File: src/rtl/vx_flush_tag_arb_pkg.sv
// Shared cache configuration for the flush/fill tag-write arbiter.
// Provides the LINE_SELECT_BITS derivation and the tag-write command struct template.
`ifndef VX_FLUSH_TAG_ARB_PKG_SV
`define VX_FLUSH_TAG_ARB_PKG_SV

`define LINE_SELECT_BITS(cs, ls, nb) $clog2((cs) / ((ls) * (nb)))

// Tag-write command; widths depend on the instance, so the struct body is a template.
`define VX_TAG_CMD_T(lw, tw) struct packed { logic we; logic [(lw)-1:0] line; logic [(tw)-1:0] data; logic valid; }

package vx_flush_tag_arb_pkg;

    // A single-line cache still needs a 1-bit physical index bus.
    function automatic int line_w(input int lsb);
        return (lsb > 0) ? lsb : 1;
    endfunction

endpackage

`endif

File: src/rtl/vx_flush_tag_arb_if.sv
// Flush sweep, fill request and tag-store write bundle of the flush/fill tag arbiter.
interface vx_flush_tag_arb_if #(
    parameter int LINE_W    = 14,
    parameter int TAG_WIDTH = 16
);
    logic                 flush_valid_in;
    logic [LINE_W-1:0]    flush_addr_in;
    logic                 fill_valid;
    logic [LINE_W-1:0]    fill_line;
    logic [TAG_WIDTH-1:0] fill_tag;
    logic                 fill_ready;
    logic                 tag_we;
    logic [LINE_W-1:0]    tag_line;
    logic [TAG_WIDTH-1:0] tag_data;
    logic                 tag_valid;

    modport master (
        output flush_valid_in, flush_addr_in, fill_valid, fill_line, fill_tag,
        input  fill_ready, tag_we, tag_line, tag_data, tag_valid
    );

    modport slave (
        input  flush_valid_in, flush_addr_in, fill_valid, fill_line, fill_tag,
        output fill_ready, tag_we, tag_line, tag_data, tag_valid
    );
endinterface

File: src/rtl/vx_flush_sweep_tracker.sv
// Follows the flush sweep: expected-line counter, busy flag, done pulse and sticky
// non-contiguity error.
module vx_flush_sweep_tracker #(
    parameter int LSB    = 14,
    parameter int LINE_W = 14
) (
    input  logic              clk,
    input  logic              reset,
    input  logic              flush_valid_i,
    input  logic [LINE_W-1:0] flush_addr_i,
    output logic              flush_busy_o,
    output logic              flush_done_o,
    output logic              sweep_err_o
);
    localparam logic [LINE_W-1:0] LAST = LINE_W'((1 << LSB) - 1);

    logic [LINE_W-1:0] exp_q, exp_d;
    logic              busy_q, busy_d;
    logic              last_q, last_d;
    logic              err_q, err_d;

    // last_q mirrors "output stage holds the LAST invalidate"; done needs a live sweep.
    assign flush_done_o = last_q & busy_q;
    assign flush_busy_o = busy_q;
    assign sweep_err_o  = err_q;

    always_comb begin
        exp_d  = exp_q;
        busy_d = busy_q;
        err_d  = err_q;
        last_d = flush_valid_i && (flush_addr_i == LAST);
        if (flush_valid_i && (flush_addr_i == '0)) begin
            busy_d = 1'b1;
        end else if (flush_done_o) begin
            busy_d = 1'b0;
        end
        if (flush_valid_i) begin
            if (flush_addr_i == '0) begin
                exp_d = LINE_W'(1) & LAST;
            end else if (flush_addr_i == exp_q) begin
                exp_d = (exp_q + 1'b1) & LAST;
            end else begin
                err_d = 1'b1;
                exp_d = (flush_addr_i + 1'b1) & LAST;
            end
        end
    end

    always_ff @(posedge clk) begin
        if (reset) begin
            exp_q  <= '0;
            busy_q <= 1'b0;
            last_q <= 1'b0;
            err_q  <= 1'b0;
        end else begin
            exp_q  <= exp_d;
            busy_q <= busy_d;
            last_q <= last_d;
            err_q  <= err_d;
        end
    end
endmodule

File: src/rtl/vx_flush_tag_arb.sv
// Merges the non-stallable flush sweep with core fill tag writes into one registered
// tag-write command. Optional macro VX_FLUSH_TAG_ARB_PERF_EN adds a fill-stall counter.
module vx_flush_tag_arb
    import vx_flush_tag_arb_pkg::*;
#(
    parameter int CACHE_SIZE      = 16384,
    parameter int CACHE_LINE_SIZE = 1,
    parameter int NUM_BANKS       = 1,
    parameter int TAG_WIDTH       = 16
) (
    input  logic                clk,
    input  logic                reset,
    vx_flush_tag_arb_if.slave   bus,
    output logic                flush_busy,
    output logic                flush_done,
    output logic                sweep_err
`ifdef VX_FLUSH_TAG_ARB_PERF_EN
    ,
    output logic [31:0]         perf_fill_stalls
`endif
);
    localparam int LSB    = `LINE_SELECT_BITS(CACHE_SIZE, CACHE_LINE_SIZE, NUM_BANKS);
    localparam int LINE_W = line_w(LSB);

    typedef `VX_TAG_CMD_T(LINE_W, TAG_WIDTH) tag_cmd_t;

    tag_cmd_t cmd_q, cmd_d;
    logic     fill_accept;

    assign bus.fill_ready = ~bus.flush_valid_in & ~reset;
    assign fill_accept    = bus.fill_valid & bus.fill_ready;

    // Flush always wins; idle cycles drop the enable but keep the last command visible.
    always_comb begin
        cmd_d    = cmd_q;
        cmd_d.we = 1'b0;
        if (bus.flush_valid_in) begin
            cmd_d.we    = 1'b1;
            cmd_d.line  = bus.flush_addr_in;
            cmd_d.data  = '0;
            cmd_d.valid = 1'b0;
        end else if (fill_accept) begin
            cmd_d.we    = 1'b1;
            cmd_d.line  = bus.fill_line;
            cmd_d.data  = bus.fill_tag;
            cmd_d.valid = 1'b1;
        end
    end

    always_ff @(posedge clk) begin
        if (reset) begin
            cmd_q <= '0;
        end else begin
            cmd_q <= cmd_d;
        end
    end

    assign bus.tag_we    = cmd_q.we;
    assign bus.tag_line  = cmd_q.line;
    assign bus.tag_data  = cmd_q.data;
    assign bus.tag_valid = cmd_q.valid;

    vx_flush_sweep_tracker #(
        .LSB    (LSB),
        .LINE_W (LINE_W)
    ) u_tracker (
        .clk           (clk),
        .reset         (reset),
        .flush_valid_i (bus.flush_valid_in),
        .flush_addr_i  (bus.flush_addr_in),
        .flush_busy_o  (flush_busy),
        .flush_done_o  (flush_done),
        .sweep_err_o   (sweep_err)
    );

`ifdef VX_FLUSH_TAG_ARB_PERF_EN
    logic [31:0] stalls_q, stalls_d;

    always_comb begin
        stalls_d = stalls_q;
        if (bus.fill_valid && !bus.fill_ready && (stalls_q != '1)) begin
            stalls_d = stalls_q + 32'd1;
        end
    end

    always_ff @(posedge clk) begin
        if (reset) begin
            stalls_q <= '0;
        end else begin
            stalls_q <= stalls_d;
        end
    end

    assign perf_fill_stalls = stalls_q;
`endif
endmodule

File: src/flat_wrapper.sv
// flat-port wrapper written by rule: the top's interface ports become plain ports
module vx_flush_tag_arb_flat import vx_flush_tag_arb_pkg::*;
#(
    parameter int CACHE_SIZE      = 16384,
    parameter int CACHE_LINE_SIZE = 1,
    parameter int NUM_BANKS       = 1,
    parameter int TAG_WIDTH       = 16
)
  (clk, reset, flush_busy, flush_done, sweep_err, bus_flush_valid_in, bus_flush_addr_in, bus_fill_valid, bus_fill_line, bus_fill_tag, bus_fill_ready, bus_tag_we, bus_tag_line, bus_tag_data, bus_tag_valid);
  vx_flush_tag_arb_if #(.LINE_W((2)), .TAG_WIDTH(TAG_WIDTH)) bus_i ();
  input  logic clk;
  input  logic reset;
  output logic flush_busy;
  output logic flush_done;
  output logic sweep_err;
  input wire logic [$bits(bus_i.flush_valid_in)-1:0] bus_flush_valid_in;
  input wire logic [$bits(bus_i.flush_addr_in)-1:0] bus_flush_addr_in;
  input wire logic [$bits(bus_i.fill_valid)-1:0] bus_fill_valid;
  input wire logic [$bits(bus_i.fill_line)-1:0] bus_fill_line;
  input wire logic [$bits(bus_i.fill_tag)-1:0] bus_fill_tag;
  output wire logic [$bits(bus_i.fill_ready)-1:0] bus_fill_ready;
  output wire logic [$bits(bus_i.tag_we)-1:0] bus_tag_we;
  output wire logic [$bits(bus_i.tag_line)-1:0] bus_tag_line;
  output wire logic [$bits(bus_i.tag_data)-1:0] bus_tag_data;
  output wire logic [$bits(bus_i.tag_valid)-1:0] bus_tag_valid;
  assign bus_i.flush_valid_in = bus_flush_valid_in;
  assign bus_i.flush_addr_in = bus_flush_addr_in;
  assign bus_i.fill_valid = bus_fill_valid;
  assign bus_i.fill_line = bus_fill_line;
  assign bus_i.fill_tag = bus_fill_tag;
  assign bus_fill_ready = bus_i.fill_ready;
  assign bus_tag_we = bus_i.tag_we;
  assign bus_tag_line = bus_i.tag_line;
  assign bus_tag_data = bus_i.tag_data;
  assign bus_tag_valid = bus_i.tag_valid;
  vx_flush_tag_arb #(.CACHE_SIZE(CACHE_SIZE), .CACHE_LINE_SIZE(CACHE_LINE_SIZE), .NUM_BANKS(NUM_BANKS), .TAG_WIDTH(TAG_WIDTH)) u_core (.clk(clk), .reset(reset), .bus(bus_i), .flush_busy(flush_busy), .flush_done(flush_done), .sweep_err(sweep_err));
endmodule
File: config.mk
export PLATFORM = sky130hd
export DESIGN_NAME = vx_flush_tag_arb_flat
export DESIGN_NICKNAME = d
export VERILOG_FILES = /design/src/rtl/vx_flush_tag_arb_pkg.sv /design/src/rtl/vx_flush_tag_arb_if.sv /design/src/rtl/vx_flush_sweep_tracker.sv /design/src/rtl/vx_flush_tag_arb.sv /design/src/flat_wrapper.sv
export SDC_FILE = /design/constraint.sdc
export NUM_CORES = 1
export LEC_CHECK = 0
export ABC_AREA = 1
export CAP_MARGIN = 20
export CORE_MARGIN = 2
export CORE_UTILIZATION = 50
export DETAILED_ROUTE_END_ITERATION = 7
export DONT_BUFFER_PORTS = 1
export GPL_TIMING_DRIVEN = 0
export SLEW_MARGIN = 30
export SYNTH_ARGS = -nofsm -noshare
export SYNTH_HDL_FRONTEND = slang
export SYNTH_SLANG_ARGS = --single-unit
File: constraint.sdc
create_clock -name clk -period 1.15 [get_ports clk]
set_input_delay 0.23 -clock clk [delete_from_list [all_inputs] [get_ports clk]]
set_output_delay 0.23 -clock clk [all_outputs]
set_load 0.1 [all_outputs]
==> results.json, run 1 <==
{
  "grt_pass1_vias": 1082,
  "finalSetupViolCount": 1,
  "post-route-min-period_ns": 1.17,
  "routed_wirelength_mm": 2.66,
  "fin_area_um2": 1700,
  "seq_area_frac_synth_pct": 52.9,
  "synth-seq-cells": 36,
  "fin_hold_ws_ns": 0.0230,
  "drc": 0,
  "outcome": "complete, but fails checks",
  "synth.cell_area_um2": 1360,
  "ir_drop_mv": 1.76,
  "final_antenna_net_count": 0,
  "globalplace.congestion": 0.830,
  "cts.sinks": 36,
  "busiest_layer": "met2",
  "clockRootBuffer": "clkbuf_4",
  "slew_violations": 0,
  "io_buffers": 0,
  "antenna_found_initial": 0,
  "netlist_instances": 180,
  "grt_use_met3_pct": 6.51,
  "cp.required_ns": 1.37,
  "leakage_nw": 0.705,
  "fillers": 216,
  "clk_pin_slew_ns": 0.11,
  "num_vias": 1134,
  "drt-initial-drc-count": 53,
  "cts_htree_levels": 2,
  "grt_overflow": 0,
  "violations": "negative setup slack",
  "crit_type": "reg2reg",
  "area_growth_pct": 24.9,
  "clock_latency_ns": 0.33,
  "start_kind": "flop",
  "rsz0062_at_grt": "yes",
  "drt-vias-per-instance": 5.13,
  "synth_fp_nets": 207,
  "drive_above_1_share_pct": 31.9,
  "p_per_area_nw_per_um2": 1820,
  "dr.pass1.iters": 4,
  "fin_nets": 217,
  "place_area_um2": 1430,
  "use_met2_pct": 29.2,
  "min_path_type": "in2reg",
  "finalClockSkew_ns": 0.00498,
  "power_mw": 3.10,
  "ios": 48,
  "max_freq_mhz": 857,
  "path_max_fanout": 4,
  "grt_util_all_layers_pct": 18.4,
  "use_met1_pct": 20.6,
  "grt_pass1_wl_mm": 4.46,
  "rows": 18,
  "die_area_um2": 3160,
  "numCtsBuffers": 5,
  "hold_viol": 0,
  "cp.arrival_ns": 1.38,
  "hpwl_mm": 1.93,
  "fp.dieH_um": 56.2,
  "cts_tree": "built",
  "drv_cap": 0,
  "postSynthAreaPerCell_um2": 7.57,
  "core_area_um2": 2520,
  "cts.path.max_buffers": 2,
  "start_util_pct": 54.0,
  "synth_cell_types": 20,
  "grt_start_max_net_pins": 13,
  "antenna_cells": 0,
  "fp.dieW_um": 56.2,
  "cp-end-kind": "flop",
  "timing.final.crit_share_pct": 102,
  "drt-wirelength-per-cell_um": 12.0,
  "yosys_warnings": 0,
  "cts_hold_buf": 0,
  "fin_ws_ns": -0.0175
}
==> cell usage after synthesis (all sizes together) <==
cell | count | area (um^2)
xnor2 | 1 | 8.76
nor3 | 1 | 10.0
a31oi | 2 | 12.5
o21ai | 13 | 65.1
clkinv | 2 | 7.51
nor2 | 47 | 191
a21oi | 10 | 50.1
ha | 3 | 37.5
dfxtp | 36 | 721
clkbuf | 4 | 16.3
buf | 4 | 21.3
inv | 13 | 48.8
nand2 | 37 | 139
nand3 | 6 | 30.0
conb | 1 | 3.75
==> registers in the layout (all words and copies together) (netlist names) <==
name / count
u_core.bus.tag_data: 16
u_core.u_tracker.sweep_err_o: 1
u_core.u_tracker.exp_q: 14
u_core.bus.tag_valid: 1
u_core.bus.tag_we: 1
u_core.bus.tag_line: 2
u_core.u_tracker.flush_busy_o: 1
==> power breakdown <==
group | switching [mW] | internal, mW
sequential | 0.286 | 1.27
clock | 0.407 | 0.896
combinational | 0.156 | 0.0874
==> metal layers <==
layer  wire [um]  up-vias
met5           0        -
met4          72        0
met3         200       10
met2        1260       39
met1        1130      506
li1            -      579
==> stage by stage <==
step	worst slack, ns	util [%]	cells	setup TNS, ns
finish	-0.0175	67.5	221	-0.0175
global route	-0.100	67.5	221	-0.206
CTS	0.000748	65.2	220	0
detailed placement	-0.140	56.6	210	-1.18
global placement	-0.113	56.6	210	-1.02
floorplan	0.00720	-	180	0
==> cell usage in the layout, fill, tap and decap left out, types with 2 or more instances in the layout <==
cell,Yosys,routed
inv_1,10,9
nand2_2,0,3
nor2_1,45,40
bufinv_16,0,3
nor2_4,2,2
a31oi_1,2,2
clkinv_1,2,2
inv_2,3,4
o21ai_0,13,12
dfxtp_2,0,4
nor2_2,0,5
dfxtp_4,0,22
a21oi_1,10,9
nand3_1,6,4
clkbuf_1,3,3
ha_1,3,3
nand2_1,37,34
clkbuf_4,0,5
nand3_2,0,2
buf_4,1,3
dfxtp_1,36,10
==> final cells by class <==
type	instances	area, um^2	area share, %
Timing Repair Buffer	3	26.3	1.54
Multi-Input combinational cell	121	593	34.9
Clock inverter	3	90.1	5.29
Tap cell	30	37.5	2.21
Clock buffer	5	37.5	2.21
Sequential cell	36	808	47.5
Inverter	15	56.3	3.31
Buffer	8	52.6	3.09
==> repair_timing <==
action / CTS / global route
setup endpoints to repair: 25 / 8
gates resized for setup: 29 / 17
endpoints found under the hold margin: 0 / 0
pin swaps: 3 / 8
buffers inserted: 2 / 1
==> final timing paths <==
path | startpoint | to | slack (ns) | cells past startpoint
min reg2reg | u_core.u_tracker.exp_q[10] | u_core.u_tracker.exp_q[10] | 0.44 | 2
max reg2reg | u_core.u_tracker.exp_q[0] | u_core.u_tracker.exp_q[1] | -0.02 | 9
max | u_core.u_tracker.exp_q[0] | u_core.u_tracker.exp_q[1] | -0.02 | 9
min | bus_fill_tag[15] | u_core.bus.tag_data[15] | 0.02 | 2
==> worst max-delay path, stage by stage, from the launching register on <==
cell and delay [ns]:
dfxtp_2 0.37, inv_2 0.04, nand2_2 0.06, nand2_2 0.05, nor2_2 0.12, nand3_2 0.13, nand3_2 0.08, nand2_1 0.06
nor2_1 0.11, nor2_1 0.05
==> cells by family after synthesis <==
family	count (synthesis)	share of synthesized area, %
other cells	1	0.275
fa+ha+maj	3	2.76
buf+inv	23	6.89
simple gates	91	27.2
flops	36	52.9
compound gates	25	9.37
xor+xnor	1	0.643
(Power assumes the default switching activity.)
==> run 2: changes to the inputs <==
REMOVE_ABC_BUFFERS = 1   (was default)
==> results.json, run 2 (same netlist as run 1, synthesis figures left out) <==
{
  "post-route-util_pct": 65.4,
  "grt_overflow": 0,
  "cp.arrival_ns": 1.40,
  "fin_ws_ns": -0.0374,
  "outcome": "complete, but fails checks",
  "cts_tree": "built",
  "grt_pass1_vias": 1199,
  "dr.pass1.iters": 4,
  "io_buffers": 0,
  "start_util_pct": 54.0,
  "clk_pin_slew_ns": 0.10,
  "layout_commonest_cell": "nor2_1",
  "slew_headroom_pct": 49.9,
  "core_area_um2": 2520,
  "tightest_slew_ns": 0.749,
  "hpwl_mm": 1.89,
  "finalClockSkew_ns": 0.00346,
  "rsz0062_at_grt": "yes",
  "final_cell_mix": "44 x nor2_1, 34 x nand2_1, 22 x dfxtp_4",
  "cp.required_ns": 1.36,
  "hold_viol": 0,
  "min_path_type": "in2reg",
  "tns_ns": -0.0374,
  "cts_htree_levels": 2,
  "grt_pass1_wl_mm": 5.09,
  "clock_latency_ns": 0.32,
  "rows": 18,
  "routed_wirelength_mm": 2.96,
  "drt-initial-drc-count": 32,
  "drt-vias-per-instance": 5.17,
  "slew_violations": 0,
  "final_antenna_net_count": 0,
  "post-route-min-period_ns": 1.19,
  "antenna_cells": 0,
  "fillers": 226,
  "finalSetupViolCount": 1,
  "numCtsBuffers": 5,
  "start_kind": "flop",
  "ir_drop_mv": 1.19,
  "grt_util_all_layers_pct": 20.8,
  "cts.sinks": 36,
  "crit_type": "reg2reg",
  "place_area_um2": 1360,
  "fp.dieW_um": 56.2,
  "drive_above_1_share_pct": 28.6,
  "path_max_fanout": 4,
  "num_vias": 1147,
  "cp-end-kind": "flop",
  "leakage_nw": 0.684,
  "p_per_area_nw_per_um2": 1490,
  "fin_hold_ws_ns": 0.0225,
  "max_freq_mhz": 842,
  "drc": 0,
  "fin_nets": 218,
  "drt-wirelength-per-cell_um": 13.3,
  "clockRootBuffer": "clkbuf_4",
  "fin_area_um2": 1650,
  "timing.final.crit_share_pct": 103,
  "drv_cap": 0,
  "fp.dieH_um": 56.2,
  "cts.path.max_buffers": 2,
  "violations": "negative setup slack",
  "die_area_um2": 3160,
  "area_growth_pct": 21.0,
  "largest_register_ffs": 16,
  "antenna_found_initial": 0,
  "grt_start_max_net_pins": 22,
  "ios": 48,
  "globalplace.congestion": 0.700
}
==> run 2: routing by layer <==
metal  share of wire (%)  wire, um  GRT usage (%)
met2                  51      1520           35.8
met1                  41      1210           22.6
met5                   0         0              0
met4                 1.1        34           8.16
met3                 6.6       194           8.60
==> run 2: critical path, cell delays in order, from the launching register on <==
cell and delay [ns]:
dfxtp_2 0.38, inv_2 0.05, nand2_2 0.05, nand2_1 0.05, nor2_1 0.11, nand3_2 0.14, nand3_2 0.11, nand2_2 0.05
nor2_1 0.09, nor2_1 0.04
==> run 2: final cells by class <==
class                      instances  area [um^2]  area share (%)
multi-input combinational        123          581            35.2
inverter                          15         61.3            3.72
clock inverter                     1         7.51           0.455
clock buffer                       7         55.1            3.34
tap                               30         37.5            2.28
sequential                        36          812            49.2
timing repair buffer              10         95.1            5.77
==> run 2: what timing repair did <==
| item | 4_1_cts | 5_1_grt |
|---|---|---|
| setup endpoints to repair | 50 | 23 |
| pin swaps | 2 | 8 |
| hold endpoints to repair | 14 | 2 |
| hold buffers | 9 | 1 |
| cloned | 2 | 0 |
| resized for setup | 49 | 12 |
| buffers inserted | 0 | 2 |
==> run 2: through the flow <==
stage	setup WS (ns)	instances	total power, mW
2_1_floorplan	-0.338	172	1.74
5_1_grt	-0.120	222	2.58
3_3_place_gp	-0.563	202	1.77
6_report	-0.0374	222	2.46
3_5_place_dp	-0.609	202	1.77
4_1_cts	0.00172	221	2.45
==> run 2: report_power, final <==
part / total, mW / leakage, nW / internal (mW) / switching (mW)
sequential: 1.55 / 0.312 / 1.27 / 0.285
combinational: 0.207 / 0.341 / 0.0721 / 0.135
clock: 0.697 / 0.0315 / 0.299 / 0.398
==> run 2: worst paths after layout <==
check	endpoint	depth (start not counted)	slack, ns	from
max	u_core.u_tracker.exp_q[1]	9	-0.04	u_core.u_tracker.exp_q[0]
min reg2reg	u_core.u_tracker.exp_q[8]	2	0.44	u_core.u_tracker.exp_q[8]
max reg2reg	u_core.u_tracker.exp_q[1]	9	-0.04	u_core.u_tracker.exp_q[0]
min	u_core.bus.tag_data[8]	2	0.02	bus_fill_tag[8]
==> run 3: changes to the inputs <==
TNS_END_PERCENT = 20   (was default)
==> results.json, run 3 (same netlist as run 1, synthesis figures left out) <==
{
  "tns_ns": -0.0369,
  "p_per_area_nw_per_um2": 1480,
  "r2r-start": "u_core.u_tracker.exp_q[0]",
  "outcome": "complete, but fails checks",
  "min_path_type": "in2reg",
  "largest_register_ffs": 16,
  "tightest_slew_ns": 0.743,
  "finalClockSkew_ns": 0.00260,
  "start_kind": "flop",
  "grt_pass1_wl_mm": 5.09,
  "rsz0062_at_grt": "yes",
  "fin_nets": 219,
  "rr_worst_depth": 9,
  "multi_input_area_um2": 581,
  "use_met2_pct": 35.8,
  "start_util_pct": 54.0,
  "power_mw": 2.45,
  "grt_start_max_net_pins": 22,
  "drt-wirelength-per-cell_um": 13.3,
  "fin_hold_ws_ns": 0.0219,
  "hold_viol": 0,
  "routed_wirelength_mm": 2.96,
  "place_ws_ns": -0.609,
  "drt-vias-per-instance": 5.15,
  "die_area_um2": 3160,
  "placedCellCount": 202,
  "slew_headroom_pct": 50.3,
  "ios": 48,
  "grt_use_met3_pct": 8.60,
  "drv_cap": 0,
  "cp-end-kind": "flop",
  "numCtsBuffers": 5,
  "cts.path.max_buffers": 2,
  "timing.final.crit_share_pct": 103,
  "drc": 0,
  "path_max_fanout": 4,
  "globalplace.congestion": 0.700,
  "post-route-util_pct": 65.8,
  "violations": "negative setup slack",
  "cp.required_ns": 1.36,
  "cts_tree": "built",
  "use_met1_pct": 22.6,
  "cts_htree_levels": 2,
  "antenna_found_initial": 0,
  "hpwl_mm": 1.89,
  "grt_overflow": 0,
  "crit_start": "u_core.u_tracker.exp_q[0]",
  "regArea_um2": 812,
  "drt-initial-drc-count": 22,
  "core_area_um2": 2520,
  "leakage_nw": 0.692,
  "io_buffers": 0,
  "reg2reg_slack_ns": -0.04,
  "clockRootBuffer": "clkbuf_4",
  "final_cells": 223,
  "finalSetupViolCount": 1,
  "antenna_cells": 0,
  "fin_area_um2": 1660,
  "layout_commonest_cell": "nor2_1",
  "ir_drop_mv": 1.18,
  "cts.sinks": 36,
  "num_vias": 1148,
  "fp.dieH_um": 56.2,
  "clk_pin_slew_ns": 0.10,
  "final_antenna_net_count": 0,
  "cp.arrival_ns": 1.40,
  "slew_violations": 0,
  "grt_util_all_layers_pct": 20.8,
  "endpoint": "u_core.u_tracker.exp_q[1]",
  "fin_ws_ns": -0.0369,
  "max_freq_mhz": 842,
  "clock_latency_ns": 0.32,
  "dr.pass1.iters": 4,
  "area_growth_pct": 21.8,
  "grt_pass1_vias": 1199,
  "rows": 18,
  "final_cell_mix": "44 x nor2_1, 34 x nand2_1, 22 x dfxtp_4",
  "busiest_layer": "met2",
  "drive_above_1_share_pct": 28.5,
  "fillers": 225,
  "crit_type": "reg2reg",
  "post-route-min-period_ns": 1.19,
  "r2r-end": "u_core.u_tracker.exp_q[1]",
  "fp.dieW_um": 56.2,
  "place_area_um2": 1360
}
==> run 3: worst min-delay path by stage <==
stage               startpoint                      to  slack [ns]  depth (start not counted)
2_1_floorplan            reset       u_core.bus.tag_we        0.30                          1
3_3_place_gp             reset       u_core.bus.tag_we        0.30                          1
3_5_place_dp             reset       u_core.bus.tag_we        0.30                          1
4_1_cts        bus_fill_tag[8]  u_core.bus.tag_data[8]       0.003                          2
5_1_grt        bus_fill_tag[1]  u_core.bus.tag_data[1]       0.001                          2
6_report       bus_fill_tag[8]  u_core.bus.tag_data[8]        0.02                          2
==> run 3: cell type report <==
type                            count  share of cell area, %
Clock inverter                      1                  0.452
Tap cell                           30                   2.26
Inverter                           15                   3.70
Timing Repair Buffer               11                   6.33
Multi-Input combinational cell    123                   35.0
Clock buffer                        7                   3.32
Sequential cell                    36                   48.9
==> run 3: report_power, final <==
part / leakage, nW / total, mW / internal, mW / switching (mW)
Combinational: 0.348 / 0.206 / 0.0720 / 0.134
Clock: 0.0315 / 0.695 / 0.299 / 0.396
Sequential: 0.312 / 1.55 / 1.27 / 0.285
Total: 0.692 / 2.45 / 1.64 / 0.816
==> run 3: worst max-delay path, stage by stage (launching register included) <==
cell and delay, ns:
dfxtp_2 0.38, inv_2 0.05, nand2_2 0.05, nand2_1 0.05, nor2_1 0.11, nand3_2 0.14, nand3_2 0.11, nand2_2 0.05
nor2_1 0.09, nor2_1 0.04
==> run 3: timing repair <==
action	CTS	global route
resized for setup	49	12
pin swaps	2	7
setup buffers	0	2
hold buffers	9	1
setup endpoints to repair	50	23
hold endpoints to repair	14	1
gates cloned	2	0
==> run 3: layer usage <==
metal / vias to the layer above / wire length [um]
li1: 586 / -
met1: 523 / 1240
met2: 34 / 1520
met3: 5 / 166
met4: 0 / 34
met5: - / 0
